`src/rtl/mcp3008_responder_if.sv`:
```
// Pin-level SPI bundle between an ADC master and the MCP3008 responder.
// The master drives clock, select and DIN; the responder drives DOUT and its pad enable.
interface mcp3008_responder_if;
    logic SCLK;
    logic CS_n;
    logic SPI_IN;
    logic SPI_OUT;
    logic SPI_OE;

    modport master (
        output SCLK,
        output CS_n,
        output SPI_IN,
        input  SPI_OUT,
        input  SPI_OE
    );

    modport slave (
        input  SCLK,
        input  CS_n,
        input  SPI_IN,
        output SPI_OUT,
        output SPI_OE
    );
endinterface

```
`src/rtl/mcp3008_responder.sv`:
```
// MCP3008-compatible SPI responder: decodes start/SGL/D2..D0 on oversampled SPI pins
// and shifts back a 10-bit code taken from the on-chip sample bus.
module mcp3008_responder #(
    parameter int CHANNELS    = 8,
    parameter int SYNC_STAGES = 2
) (
    input  logic                     CLK50,
    input  logic                     reset,
    mcp3008_responder_if.slave       spi,
    input  logic [CHANNELS-1:0][9:0] adc_in,
    output logic                     req_valid,
    output logic [2:0]               req_chan,
    output logic                     req_sgl,
    output logic                     abort
);

    typedef enum logic [2:0] {
        S_IDLE,
        S_WAIT_START,
        S_CMD,
        S_SAMPLE,
        S_SHIFT,
        S_DONE
    } state_t;

    // Channel index check against the number of emulated channels.
    function automatic logic idx_valid(input logic [2:0] idx);
        return int'(idx) < CHANNELS;
    endfunction

    function automatic logic [9:0] chan_value(input logic [CHANNELS-1:0][9:0] bus,
                                              input logic [2:0]               idx);
        logic [9:0] v;
        v = '0;
        for (int i = 0; i < CHANNELS; i++) begin
            if (idx == 3'(i)) v = bus[i];
        end
        return v;
    endfunction

    // Negative differences clamp to zero; the sign is taken from the 11-bit result.
    function automatic logic [9:0] clamp_diff(input logic [9:0] pos, input logic [9:0] neg);
        logic signed [10:0] diff;
        diff = signed'({1'b0, pos}) - signed'({1'b0, neg});
        return diff[10] ? 10'd0 : diff[9:0];
    endfunction

    function automatic logic [9:0] conv_result(input logic [CHANNELS-1:0][9:0] bus,
                                               input logic                     sgl,
                                               input logic [2:0]               d);
        logic [2:0] neg_idx;
        logic [9:0] r;
        neg_idx = {d[2:1], ~d[0]};
        r       = '0;
        if (sgl) begin
            if (idx_valid(d)) r = chan_value(bus, d);
        end else if (idx_valid(d) && idx_valid(neg_idx)) begin
            r = clamp_diff(chan_value(bus, d), chan_value(bus, neg_idx));
        end
        return r;
    endfunction

    // Input synchronizers and edge detection (stage p0 = synchronized, p1 = one cycle older)
    logic [SYNC_STAGES-1:0] sclk_sync, csn_sync, din_sync;
    logic sclk_p0, csn_p0, din_p0;
    logic sclk_p1, csn_p1;
    logic sclk_rise, sclk_fall, cs_fall, cs_rise;

    always_ff @(posedge CLK50) begin
        if (reset) begin
            sclk_sync <= '0;
            csn_sync  <= '0;
            din_sync  <= '0;
            sclk_p1   <= 1'b0;
            csn_p1    <= 1'b0;
        end else begin
            sclk_sync <= (sclk_sync << 1) | SYNC_STAGES'(spi.SCLK);
            csn_sync  <= (csn_sync << 1) | SYNC_STAGES'(spi.CS_n);
            din_sync  <= (din_sync << 1) | SYNC_STAGES'(spi.SPI_IN);
            sclk_p1   <= sclk_p0;
            csn_p1    <= csn_p0;
        end
    end

    assign sclk_p0   = sclk_sync[SYNC_STAGES-1];
    assign csn_p0    = csn_sync[SYNC_STAGES-1];
    assign din_p0    = din_sync[SYNC_STAGES-1];
    assign sclk_rise = sclk_p0 & ~sclk_p1;
    assign sclk_fall = ~sclk_p0 & sclk_p1;
    // A fall needs a high level seen first, so a reset inside a frame waits for the next select.
    assign cs_fall   = ~csn_p0 & csn_p1;
    assign cs_rise   = csn_p0 & ~csn_p1;

    // Frame state machine
    state_t     state_q, state_d;
    logic [2:0] k_q, k_d;
    logic [3:0] bit_q, bit_d;
    logic [3:0] cmd_q, cmd_d;
    logic [9:0] sr_q, sr_d;
    logic       spi_out_q, spi_out_d;
    logic       spi_oe_q, spi_oe_d;
    logic       req_valid_q, req_valid_d;
    logic [2:0] req_chan_q, req_chan_d;
    logic       req_sgl_q, req_sgl_d;
    logic       abort_q, abort_d;

    always_comb begin
        state_d     = state_q;
        k_d         = k_q;
        bit_d       = bit_q;
        cmd_d       = cmd_q;
        sr_d        = sr_q;
        spi_out_d   = spi_out_q;
        spi_oe_d    = spi_oe_q;
        req_valid_d = 1'b0;
        req_chan_d  = req_chan_q;
        req_sgl_d   = req_sgl_q;
        abort_d     = 1'b0;

        if (cs_rise) begin
            state_d   = S_IDLE;
            spi_out_d = 1'b0;
            spi_oe_d  = 1'b0;
            if (state_q == S_SAMPLE || state_q == S_SHIFT ||
                (state_q == S_CMD && k_q != 3'd0)) begin
                abort_d = 1'b1;
            end
        end else begin
            case (state_q)
                S_IDLE: begin
                    spi_out_d = 1'b0;
                    spi_oe_d  = 1'b0;
                    if (cs_fall) state_d = S_WAIT_START;
                end
                S_WAIT_START: begin
                    if (sclk_rise && din_p0) begin
                        state_d = S_CMD;
                        k_d     = 3'd0;
                    end
                end
                S_CMD: begin
                    if (sclk_rise) begin
                        cmd_d = {cmd_q[2:0], din_p0};
                        k_d   = k_q + 3'd1;
                        if (k_q == 3'd3) state_d = S_SAMPLE;
                    end
                end
                S_SAMPLE: begin
                    if (sclk_rise) begin
                        k_d         = k_q + 3'd1;
                        sr_d        = conv_result(adc_in, cmd_q[3], cmd_q[2:0]);
                        req_valid_d = 1'b1;
                        req_chan_d  = cmd_q[2:0];
                        req_sgl_d   = cmd_q[3];
                        bit_d       = 4'd0;
                        state_d     = S_SHIFT;
                    end
                end
                S_SHIFT: begin
                    if (sclk_fall) begin
                        spi_oe_d = 1'b1;
                        if (bit_q == 4'd0) begin
                            spi_out_d = 1'b0;
                        end else begin
                            spi_out_d = sr_q[9];
                            sr_d      = {sr_q[8:0], 1'b0};
                        end
                        bit_d = bit_q + 4'd1;
                        if (bit_q == 4'd10) state_d = S_DONE;
                    end
                end
                S_DONE: begin
                    if (sclk_fall) begin
                        spi_out_d = 1'b0;
                        spi_oe_d  = 1'b1;
                    end
                end
                default: state_d = S_IDLE;
            endcase
        end
    end

    // Registered control and outputs
    always_ff @(posedge CLK50) begin
        if (reset) begin
            state_q     <= S_IDLE;
            k_q         <= 3'd0;
            bit_q       <= 4'd0;
            spi_out_q   <= 1'b0;
            spi_oe_q    <= 1'b0;
            req_valid_q <= 1'b0;
            req_chan_q  <= 3'd0;
            req_sgl_q   <= 1'b0;
            abort_q     <= 1'b0;
        end else begin
            state_q     <= state_d;
            k_q         <= k_d;
            bit_q       <= bit_d;
            spi_out_q   <= spi_out_d;
            spi_oe_q    <= spi_oe_d;
            req_valid_q <= req_valid_d;
            req_chan_q  <= req_chan_d;
            req_sgl_q   <= req_sgl_d;
            abort_q     <= abort_d;
        end
    end

    always_ff @(posedge CLK50) begin
        cmd_q <= cmd_d;
        sr_q  <= sr_d;
    end

    assign spi.SPI_OUT = spi_out_q;
    assign spi.SPI_OE  = spi_oe_q;
    assign req_valid   = req_valid_q;
    assign req_chan    = req_chan_q;
    assign req_sgl     = req_sgl_q;
    assign abort       = abort_q;

endmodule

```
`src/flat_wrapper.sv`:
```
// flat-port wrapper written by rule: the top's interface ports become plain ports
module mcp3008_responder_flat 
#(
    parameter int CHANNELS    = 8,
    parameter int SYNC_STAGES = 2
)
  (CLK50, reset, adc_in, req_valid, req_chan, req_sgl, abort, spi_SCLK, spi_CS_n, spi_SPI_IN, spi_SPI_OUT, spi_SPI_OE);
  mcp3008_responder_if spi_i ();
  input  logic CLK50;
  input  logic reset;
  input  logic [CHANNELS-1:0][9:0] adc_in;
  output logic req_valid;
  output logic [2:0] req_chan;
  output logic req_sgl;
  output logic abort;
  input wire logic [$bits(spi_i.SCLK)-1:0] spi_SCLK;
  input wire logic [$bits(spi_i.CS_n)-1:0] spi_CS_n;
  input wire logic [$bits(spi_i.SPI_IN)-1:0] spi_SPI_IN;
  output wire logic [$bits(spi_i.SPI_OUT)-1:0] spi_SPI_OUT;
  output wire logic [$bits(spi_i.SPI_OE)-1:0] spi_SPI_OE;
  assign spi_i.SCLK = spi_SCLK;
  assign spi_i.CS_n = spi_CS_n;
  assign spi_i.SPI_IN = spi_SPI_IN;
  assign spi_SPI_OUT = spi_i.SPI_OUT;
  assign spi_SPI_OE = spi_i.SPI_OE;
  mcp3008_responder #(.CHANNELS(CHANNELS), .SYNC_STAGES(SYNC_STAGES)) u_core (.CLK50(CLK50), .reset(reset), .spi(spi_i), .adc_in(adc_in), .req_valid(req_valid), .req_chan(req_chan), .req_sgl(req_sgl), .abort(abort));
endmodule
```
`config.mk`:
```
export PLATFORM = sky130hd
export DESIGN_NAME = mcp3008_responder_flat
export DESIGN_NICKNAME = d
export VERILOG_FILES = /design/src/rtl/mcp3008_responder_if.sv /design/src/rtl/mcp3008_responder.sv /design/src/flat_wrapper.sv
export SDC_FILE = /design/constraint.sdc
export NUM_CORES = 1
export LEC_CHECK = 0
export CORE_MARGIN = 5
export CORE_UTILIZATION = 30
export CTS_BUF_LIST = sky130_fd_sc_hd__clkbuf_4 sky130_fd_sc_hd__clkbuf_8 sky130_fd_sc_hd__clkbuf_16
export CTS_CLUSTER_SIZE = 10
export DETAILED_ROUTE_END_ITERATION = 7
export SYNTH_ARGS = -nofsm -noshare
export SYNTH_HDL_FRONTEND = slang
export SYNTH_SLANG_ARGS = --single-unit
```
`constraint.sdc`:
```
create_clock -name CLK50 -period 3.3 [get_ports CLK50]
set_input_delay 0.66 -clock CLK50 [delete_from_list [all_inputs] [get_ports CLK50]]
set_output_delay 0.66 -clock CLK50 [all_outputs]
set_load 0.005 [all_outputs]
```
==> summary.md <==
| Metric | Value |
|---|---|
| Run status | `completed` |
| Fin util | `0.472` |
| Gr usage total | `0.145` |
| CP required | `3.45 ns` |
| Slowest CP cell | `mux4_2` |
| Die W | `113 um` |
| Initial drt markers | `184` |
| Adder-Cell Fraction of Synth Area | `0.0697` |
| Final antenna-violating net count | `0` |
| Vias/cell | `5.02` |
| #FFs+latches synth | `40` |
| Area share of the largest cell type after synthesis | `0.165` |
| CP Launch Type | `flop` |
| Met1 Usage GRT | `0.177` |
| Slew HR | `0.603` |
| Crit share post-route | `0.973` |
| CP Capture Type | `flop` |
| IO Port Bufs | `a little over 90` |
| Largest net degree at the start of global routing | `33` |
| Starting Density | `0.307` |
| M2 GR Usage | `0.262` |
| Predominant post-synthesis flop cell | `dfxtp_1` |
| Max-cap violations | `0` |
| CTS tree | `yes` |
| Worst Hold Class | `reg -> reg` |
| Met3 usage | `0.0205` |
| Crit path max fanout | `6` |
| Cell with the most instances after synthesis | `nor2_1` |
| Worst-path cell chain | `buf_12 > buf_4 > buf_4 > mux4_2 > nand2_2 > nand2_2 > ha_4 > nor2b_4 > o2111ai_2 > a311o_1 > a21oi_2 > buf_4 > o41ai_2 > a21oi_1` |
| Synth Net Count | `462` |
| FFs w/ async S/R, synth | `0` |
| Via Count | `about 3100` |
| Placed insts | `608` |
| H-tree depth | `2` |
| Arr. time, crit path | `3.36 ns` |
| Max Slew Vio Count | `0` |
| GRT busiest layer | `met2` |
| Max Root-Sink Buffers | `2` |
| Worst-Margin Slew | `about 0.60 ns` |
| DR WL/cell | `15.2 um` |
| Initial antenna violation count | `0` |
| Reg2reg setup slack | `0.09 ns` |
| Core Area | `10300 um2` |
| Post-route insts no fill | `between 600 and 700` |
| CP most frequent cell | `buf_4` |
| Vias in the first global route | `roughly 3100` |
| Clk slew on worst S/H paths | `0.09 ns` |
| P&R area growth vs syn | `53.4%` |
| Die H | `roughly 110 um` |
| Synth Instances | `360` |
| Sum Neg Setup Slack | `0 ns` |
| Largest family of logic cells by synthesized area | `simple AND/OR/NAND/NOR gates` |
| Share of layout cells above drive strength 1 | `0.211` |
| Syn Std Cell Area | `3160 um2` |
| Skew final | `0.00990 ns` |
| TritonCTS buffer count | `5` |
| Area contributors post-synth | `dfxtp_1 16%, edfxtp_1 13%, mux4_2 13%` |
| Final setup violating endpoints | `0` |
| Xor and xnor area share after synthesis | `0.0194` |
| Largest delay contributor family on the critical path | `compound AO/OA/AOI/OAI gates` |
| CP max stage delay | `between 0.4 and 0.5 ns` |
| Synth Area in Compound Gates | `0.181` |
| Max Clk Rate | `~0.31 GHz` |
| Cell Area, Placed | `4520 um2` |
| Rows | `37` |
| Start point of the critical path | `u_core.cmd_q[1]$_DFFE_PP_` |
| Sequential-to-total area share from yosys stat | `0.298` |
| Fin worst setup slack | `0.0898 ns` |
| Dpl ws | `-0.457 ns` |
| Power density cells | `243 nW/um2` |
| Crit Reg-Reg Startpoint | `u_core.cmd_q[1]$_DFFE_PP_` |
| Final Hold Viols | `0` |
| Hold wc startpoint | `u_core.csn_sync[0]$_SDFF_PP0_` |
| First-pass GRT wire length | `15100 um` |
| Gr ovfl total | `0` |
| CTS root buf | `clkbuf_8` |
| Clock Latency Late Sink | `~0.3 ns` |
| Clk sink count | `40` |
| DRC Markers | `0` |
| Simple-gate share of the synthesized area | `0.206` |
| Synth cell count leaders | `50 x nor2_1, 37 x nand2_1, 31 x a21oi_1` |
| Detailed Routing Iterations Pass 1 | `4` |
| Setup CP Type | `reg -> reg` |
| Leak pwr | `1.87 nW` |
| Mean post-synth cell area | `~9 um2` |
| Hpwl dp | `7460 um` |
| Post-synthesis mux area share | `0.179` |
| Top Ports | `93` |
| Yosys top cell by area | `dfxtp_1` |
| DIE AREA | `approximately 13000 um2` |
| Yosys warns | `0` |
| Number of synthesized flops with an enable pin | `14` |
| Final min period | `3.21 ns` |
| Diodes inserted | `0` |
| Bufs and invs on worst path | `4` |
| Gpl congestion | `0.866` |
| Worst ir drop on vdd | `303 uV` |
| Net count, final | `between 500 and 600` |
| Total Wirelength | `9530 um` |
| Post-synth cell types | `53` |
| Fin area | `between 4000 and 5000 um2` |
[cell usage in the layout, fill, tap and decap left out, types with 3 or more instances in the layout]
master,n
nand2b_1,6
mux4_2,18
buf_4,44
nand3_1,7
a31oi_1,4
nor2b_1,14
clkdlybuf4s50_1,76
a211oi_1,3
dfxtp_1,26
xnor2_1,5
ha_1,13
dlygate4sd2_1,16
a21oi_1,29
clkbuf_8,5
a21oi_2,3
nand2_2,3
nand3b_1,6
a221oi_1,4
mux2i_1,12
a221oi_2,4
buf_12,5
o21ai_0,18
nor3_1,6
nor2_1,50
nand2_1,35
inv_1,12
edfxtp_1,14
[metal layers]
layer,wire length [um],vias to the layer above
met1,4110,1479
met5,0,-
met2,4950,66
li1,-,1580
met4,155,0
met3,315,14
[area by class of cell]
cell class | instances | area [um2]
multi-input cells | 285 | 2210
flip-flops and latches | 40 | 941
repair buffers | 143 | 1370
inverters | 13 | 48.8
fillers | 1026 | 5430
clock buffers | 6 | 93.8
clock inverters | 2 | 15.0
well taps | 136 | 170
[metrics by stage]
step / hold WS [ns] / power, mW
2_1_floorplan: 0.414 / 0.635
3_3_place_gp: 0.426 / 0.785
3_5_place_dp: 0.436 / 0.790
4_1_cts: 0.456 / 1.18
5_1_grt: 0.477 / 1.24
6_report: 0.450 / 1.18
[state kept, by name, summed over array words and instances (netlist names)]
signal,cells
u_core.sr_q,10
u_core.bit_q,4
u_core.cmd_q,4
u_core.k_q,3
u_core.req_chan,3
u_core.state_q,3
u_core.csn_sync,2
u_core.din_sync,2
u_core.sclk_sync,2
u_core.abort,1
u_core.csn_p1,1
u_core.req_sgl,1
u_core.req_valid,1
u_core.sclk_p1,1
u_core.spi.SPI_OE,1
u_core.spi.SPI_OUT,1
[final timing paths]
path                                         to  cells after the start
setup / recovery       u_core.sr_q[7]$_DFFE_PP_                     14
hold / removal    u_core.csn_sync[1]$_SDFF_PP0_                      1
setup reg to reg       u_core.sr_q[7]$_DFFE_PP_                     14
hold reg to reg   u_core.csn_sync[1]$_SDFF_PP0_                      1
[what timing repair did]
item,in CTS,in global routing
gates resized for setup,28,20
buffers inserted,2,6
endpoints found under the hold margin,0,0
pin swaps,7,17
setup endpoints to repair,10,9
gates cloned,0,1
hold buffers,0,0
[kinds of logic after synthesis]
group,count (synthesis)
compound gates,88
fa+ha+maj,17
simple gates,139
flops,40
buf+inv,35
mux,34
xor+xnor,7
[where the power goes]
| group | total [mW] | internal (mW) | switching (mW) | leakage [nW] |
|---|---|---|---|---|
| registers | 0.516 | 0.513 | 0.00330 | 0.338 |
| logic | 0.280 | 0.177 | 0.103 | 1.48 |
| clock network | 0.382 | 0.198 | 0.184 | 0.0573 |
| total | 1.18 | 0.887 | 0.291 | 1.87 |
Note: power is estimated with default switching activity, not from simulation.
